==> config.mk <==
export PLATFORM = sky130hd
export DESIGN_NAME = uart_rx_fifo
export DESIGN_NICKNAME = d
export VERILOG_FILES = /design/src/rtl/uart_pkg.sv /design/src/rtl/uart_fifo_ram.sv /design/src/rtl/uart_rx_fifo.sv
export SDC_FILE = /design/constraint.sdc
export NUM_CORES = 1
export LEC_CHECK = 0
export CORE_MARGIN = 2
export CORE_UTILIZATION = 59
export DETAILED_ROUTE_END_ITERATION = 6
export GPL_ROUTABILITY_DRIVEN = 0
export PLACE_DENSITY = 0.83
export RECOVER_POWER = 25
export SETUP_SLACK_MARGIN = 0.1
export SYNTH_ARGS = -nofsm -noshare
export SYNTH_HDL_FRONTEND = slang
export SYNTH_HIERARCHICAL = 1
export SYNTH_SLANG_ARGS = --single-unit
==> constraint.sdc <==
create_clock -name SYS_CLK -period 2.8 [get_ports SYS_CLK]
set_input_delay 0.56 -clock SYS_CLK [delete_from_list [all_inputs] [get_ports SYS_CLK]]
set_output_delay 0.56 -clock SYS_CLK [all_outputs]
set_load 0.02 [all_outputs]
==> src/rtl/uart_pkg.sv <==
// Shared UART constants and the pointer-width helper used by the RX FIFO.
package uart_pkg;

    localparam int UART_DATA_W       = 8;
    localparam int RX_FIFO_DEPTH_DEF = 16;

    // Smallest width w with 2**w >= value; constant-evaluable for parameters.
    function automatic int uart_clog2(input int value);
        int r;
        r = 0;
        for (int i = 0; i < 31; i++) begin
            if ((1 << i) < value) begin
                r = i + 1;
            end
        end
        return r;
    endfunction

endpackage

==> src/rtl/uart_fifo_ram.sv <==
// DEPTH x 8 storage: synchronous write, synchronous registered read.
// The array itself is never reset; only the read register is.
module uart_fifo_ram
    import uart_pkg::*;
#(
    parameter int DEPTH = RX_FIFO_DEPTH_DEF,
    parameter int AW    = uart_clog2(RX_FIFO_DEPTH_DEF)
) (
    input  logic                   clk_i,
    input  logic                   rst_ni,
    input  logic                   we_i,
    input  logic [AW-1:0]          waddr_i,
    input  logic [UART_DATA_W-1:0] wdata_i,
    input  logic                   re_i,
    input  logic [AW-1:0]          raddr_i,
    output logic [UART_DATA_W-1:0] rdata_o
);

    logic [UART_DATA_W-1:0] mem_q [DEPTH];
    logic [UART_DATA_W-1:0] rdata_q;

    always_ff @(posedge clk_i) begin
        if (we_i) begin
            mem_q[waddr_i] <= wdata_i;
        end
    end

    // Read register holds its value between reads; a same-address write
    // in the same clock returns the old entry, which is what a full FIFO needs.
    always_ff @(posedge clk_i or negedge rst_ni) begin
        if (!rst_ni) begin
            rdata_q <= '0;
        end else if (re_i) begin
            rdata_q <= mem_q[raddr_i];
        end
    end

    assign rdata_o = rdata_q;

endmodule

==> src/rtl/uart_rx_fifo.sv <==
// Receive FIFO behind a UART receiver: one write per RX_DONE rising edge,
// sticky overflow on drops. Optional DROP_CNT via UART_RX_FIFO_DROP_CNT_EN.
module uart_rx_fifo
    import uart_pkg::*;
#(
    parameter  int DEPTH = RX_FIFO_DEPTH_DEF,
    localparam int AW    = uart_clog2(DEPTH)
) (
    input  logic                   SYS_CLK,
    input  logic                   RST_N,
    input  logic [UART_DATA_W-1:0] RX_D,
    input  logic                   RX_DONE,
    input  logic                   RD_EN,
    input  logic                   OVF_CLR,
    output logic [UART_DATA_W-1:0] RD_DATA,
    output logic                   RD_VALID,
    output logic                   EMPTY,
    output logic                   FULL,
    output logic [AW:0]            COUNT,
    output logic                   OVERFLOW
`ifdef UART_RX_FIFO_DROP_CNT_EN
    ,
    output logic [7:0]             DROP_CNT
`endif
);

    localparam logic [AW:0] FULL_CNT = (AW+1)'(DEPTH);

    logic          rx_done_q;
    logic [AW-1:0] wr_ptr_q, wr_ptr_d;
    logic [AW-1:0] rd_ptr_q, rd_ptr_d;
    logic [AW:0]   count_q, count_d;
    logic          empty_q, full_q;
    logic          rd_valid_q;
    logic          ovf_q, ovf_d;
    logic          wr_stb, rd_acc, wr_acc, drop;

    always_comb begin
        wr_stb   = RX_DONE & ~rx_done_q;
        rd_acc   = RD_EN & ~empty_q;
        // A read in the same clock frees a slot, so a full FIFO still accepts.
        wr_acc   = wr_stb & (~full_q | rd_acc);
        drop     = wr_stb & full_q & ~rd_acc;

        wr_ptr_d = wr_ptr_q;
        rd_ptr_d = rd_ptr_q;
        count_d  = count_q;
        ovf_d    = ovf_q;

        if (wr_acc) begin
            wr_ptr_d = wr_ptr_q + AW'(1);
        end
        if (rd_acc) begin
            rd_ptr_d = rd_ptr_q + AW'(1);
        end
        if (wr_acc && !rd_acc) begin
            count_d = count_q + (AW+1)'(1);
        end else if (rd_acc && !wr_acc) begin
            count_d = count_q - (AW+1)'(1);
        end

        if (drop) begin
            ovf_d = 1'b1;
        end else if (OVF_CLR) begin
            ovf_d = 1'b0;
        end
    end

    // rx_done_q resets high so a level already present at release is not a write.
    always_ff @(posedge SYS_CLK or negedge RST_N) begin
        if (!RST_N) begin
            rx_done_q  <= 1'b1;
            wr_ptr_q   <= '0;
            rd_ptr_q   <= '0;
            count_q    <= '0;
            empty_q    <= 1'b1;
            full_q     <= 1'b0;
            rd_valid_q <= 1'b0;
            ovf_q      <= 1'b0;
        end else begin
            rx_done_q  <= RX_DONE;
            wr_ptr_q   <= wr_ptr_d;
            rd_ptr_q   <= rd_ptr_d;
            count_q    <= count_d;
            empty_q    <= (count_d == '0);
            full_q     <= (count_d == FULL_CNT);
            rd_valid_q <= rd_acc;
            ovf_q      <= ovf_d;
        end
    end

`ifdef UART_RX_FIFO_DROP_CNT_EN
    logic [7:0] drop_cnt_q, drop_cnt_d;

    always_comb begin
        drop_cnt_d = drop_cnt_q;
        if (OVF_CLR) begin
            drop_cnt_d = drop ? 8'd1 : 8'd0;
        end else if (drop && drop_cnt_q != 8'hFF) begin
            drop_cnt_d = drop_cnt_q + 8'd1;
        end
    end

    always_ff @(posedge SYS_CLK or negedge RST_N) begin
        if (!RST_N) begin
            drop_cnt_q <= '0;
        end else begin
            drop_cnt_q <= drop_cnt_d;
        end
    end

    assign DROP_CNT = drop_cnt_q;
`endif

    uart_fifo_ram #(
        .DEPTH (DEPTH),
        .AW    (AW)
    ) u_ram (
        .clk_i   (SYS_CLK),
        .rst_ni  (RST_N),
        .we_i    (wr_acc),
        .waddr_i (wr_ptr_q),
        .wdata_i (RX_D),
        .re_i    (rd_acc),
        .raddr_i (rd_ptr_q),
        .rdata_o (RD_DATA)
    );

    assign RD_VALID = rd_valid_q;
    assign EMPTY    = empty_q;
    assign FULL     = full_q;
    assign COUNT    = count_q;
    assign OVERFLOW = ovf_q;

endmodule

==> impl_metrics.ini <==
[detailed_routing]
via_per_inst = 6.11
wl_met1_um = 4710
drc_errors = 0
route.met3.wl_um = 924
dr_wl_met2_um = 5780
routedWlPerCell_um = 22.8
wirelength_um = 11700
top_layer_used = met4
num_vias = 3136
first_iter_violations = 370
dr.pass1.iters = 5
antenna_left = 0

[power]
total_power_w = 0.00729
power_density_nw_per_um2 = 1010
combinationalPowerShare_pct = 29.1
p_sw_share_pct = 30.0
power.switching_w = 0.00219
p_int_w = 0.00511
p_clk_share_pct = 29.8
ir_drop_uv = 469
pwr-share-seq_pct = 41.1
cellLeakagePower_nw = 2.50

[critical_path]
r2r-start = rd_ptr_q[0]
crit_type = register to register
reg2regPathDepth = 4
crit_path_top_delay_cell = clkbuf_2
endpoint_kind = register
crit_required_ns = 3.18
path_cells = clkbuf_2 > mux4_1 > o22ai_1 > a221oi_2
start_kind = register
worstPathMaxFanout = 27
path_buf_inv = 1
worstPathArrival_ns = 2.65
slowest_delay_ns = 0.72
reg2reg_to = u_ram/rdata_o[0]
path_delay_family = buffers and inverters
r2r_slack_ns = 0.53

[worst_hold_path]
hold-path-endpoint = OVERFLOW
hold_path_class = register to register
holdPathStages = 2
hp-start = OVERFLOW

[die]
num_rows = 37
core_um2 = 10200
dieWidth_um = 106
fp.dieArea_um2 = 11300
initial_core_util_pct = 60.4
die_h_um = 106
io_pins = 30

[clocking]
cts-root-buf = clkbuf_8
postCtsResizedCells = 0
clk_path_buf_depth = 2
hold_buffers = 0
clk_pin_slew_ns = 0.06
cts_tree = done
cts_setup_buffers = 0
insertion_delay_ns = 0.53
clock_sinks = 154
htree_num_levels = 4
cts_made_buffers = 17

[yosys]
synth_xor_area_share_pct = 1.42
ys_warn_count = 6
seq_area_frac_synth_pct = 72.8
yosys-mux-area-fraction_pct = 13.8
synth_edf_count = 128
syn_area_per_cell_um2 = 20.1
synth_fa_ha_area_share_pct = 0.810
netlist_instances = 308
synth_area_um2 = 6180
synth-compound-area-share_pct = 3.75
synth_area_leaders = edfxtp_1, dfrtp_1, mux4_2, mux4_1, a221oi_2
synth-async-reset-ratio_pct = 16.9
synth-main-ff-cell = edfxtp_1
ys_ff_latch = 154
synth_simple_gate_area_share_pct = 4.98
synth.top_cell.area_share_pct = 62.2
synth_top_family_by_area = multiplexers
synth_nets = 325
ys_types = 42
synth_top_area_cell = edfxtp_1

[sta]
hold_viol_final = 0
period_minus_slack_ns = 2.27
relSlewSlack_pct = 5.26
drv_slew = 0
setup_viol = 0
skew_ns = 0.00759
max_freq_mhz = 440
setup-tns-final_ns = 0
min_period_over_period_pct = 81.1
tightest_slew_ns = 1.42
rsz0062_at_grt = no

[cells_and_area]
syn_to_final_growth_pct = 17.2
fill_cells = 583
fin_area_um2 = 7240
antenna_cells = 0
num-nets-final = 381
drive_gt1_share_pct = 26.0

[place]
post-dp-hpwl_um = 7120
placed_cell_area_um2 = 6680
port_buffers = 29

[grt]
grt_max_degree = 28
grt_pass1_wl_um = 18500
grtUsageTotal_pct = 23.2
grt_pass1_vias = 3238
overflow = 0
antenna_found_initial = 0

[run]
max_cap_viol_count = 0

[run_status]
outcome = completed
-- synthesized netlist by cell type, types with 3 or more instances --
master	n
inv_1	4
buf_6	5
nand2_1	7
edfxtp_1	128
nor3_1	5
ha_1	4
a21oi_1	3
mux4_2	26
xnor2_1	8
buf_1	4
nand2b_1	3
mux2i_1	9
o22ai_1	8
dfrtp_1	24
nor2_1	22
a221oi_2	8
mux4_1	6
-- kinds of logic after synthesis --
kind of cell	after synthesis
AOI/OAI and AO/OA	23
xor gates and xnor gates	10
adders and majority gates	4
buffers and inverters	19
DFF	154
muxes	43
and+or+nand+nor	55
-- routing by layer --
layer  global-route usage, %  vias to the layer above
met2                    36.5                      170
met1                    31.3                     1583
met3                    6.13                       23
met4                    9.87                        0
met5                       0                        -
li1                        -                     1360
-- through the flow --
step                utilization, %  setup WS [ns]  hold slack [ns]  instances
finish                        70.8          0.529            0.542        513
global route                  70.8          0.387            0.593        513
CTS                           70.9          0.541            0.398        513
detailed placement            65.3          0.141            0.538        481
global placement              65.3          0.173            0.522        481
floorplan                        -          0.241            0.264        308
-- cell type report --
type	count	area (um2)	area share (%)
repair buffers	51	449	6.20
multi-input cells	135	1530	21.1
inverters	5	21.3	0.294
well taps	136	170	2.35
clock inverters	5	26.3	0.363
flip-flops and latches	154	4500	62.1
clock buffers	27	556	7.67
-- flip-flops by register name, indices dropped and copies added, names as in the netlist --
register	count
COUNT	5
rd_ptr_q	4
rx_done_q	1
u_ram/mem_q	128
OVERFLOW	1
FULL	1
wr_ptr_q	4
EMPTY	1
RD_VALID	1
u_ram/rdata_o	8
-- worst max path at each step --
stage / start / endpoint / cells after the start
final: rd_ptr_q[0] / u_ram/rdata_o[0] / 4
after global placement: RD_EN / u_ram/mem_q[0][0] / 6
after global routing: rd_ptr_q[0] / u_ram/rdata_o[0] / 4
after detailed placement: RX_DONE / u_ram/mem_q[0][7] / 6
after CTS: COUNT[0] / COUNT[0] / 1
after floorplan: RD_EN / u_ram/mem_q[0][0] / 4
-- power by group through the flow --
| stage | Clock, W | Sequential, W | Combinational, W |
|---|---|---|---|
| 5_1_grt | 0.00228 | 0.00304 | 0.00228 |
| 3_5_place_dp | 0 | 0.00303 | 0.00212 |
| 2_1_floorplan | 0 | 0.00310 | 0.00149 |
| 6_report | 0.00217 | 0.00300 | 0.00212 |
| 4_1_cts | 0.00221 | 0.00300 | 0.00215 |
| 3_3_place_gp | 0 | 0.00302 | 0.00207 |
-- worst reg2reg max path, cell delays in order, from the launching register on --
cell and delay [ns]:
dfrtp_1 0.32, clkbuf_2 0.72, mux4_1 0.67, o22ai_1 0.33
a221oi_2 0.10
-- cell usage in the layout (no fill, tap or decap), types with 2 or more instances in the layout --
cell,n
a21oi_1,3
a221oi_2,8
and2_1,2
buf_4,20
clkbuf_1,4
clkbuf_16,19
clkbuf_8,5
clkdlybuf4s50_1,23
clkinv_2,4
dfrtp_1,24
dfstp_2,2
dlygate4sd3_1,6
edfxtp_1,128
ha_1,4
inv_1,4
inv_4,2
mux2i_1,9
mux4_1,6
mux4_2,26
nand2_1,7
nand2b_1,4
nand3b_1,2
nand4_1,2
nor2_1,22
nor3_1,5
nor4_1,2
o22ai_1,8
xnor2_1,8
xor2_1,2
Note: power is estimated with default switching activity, not from simulation.
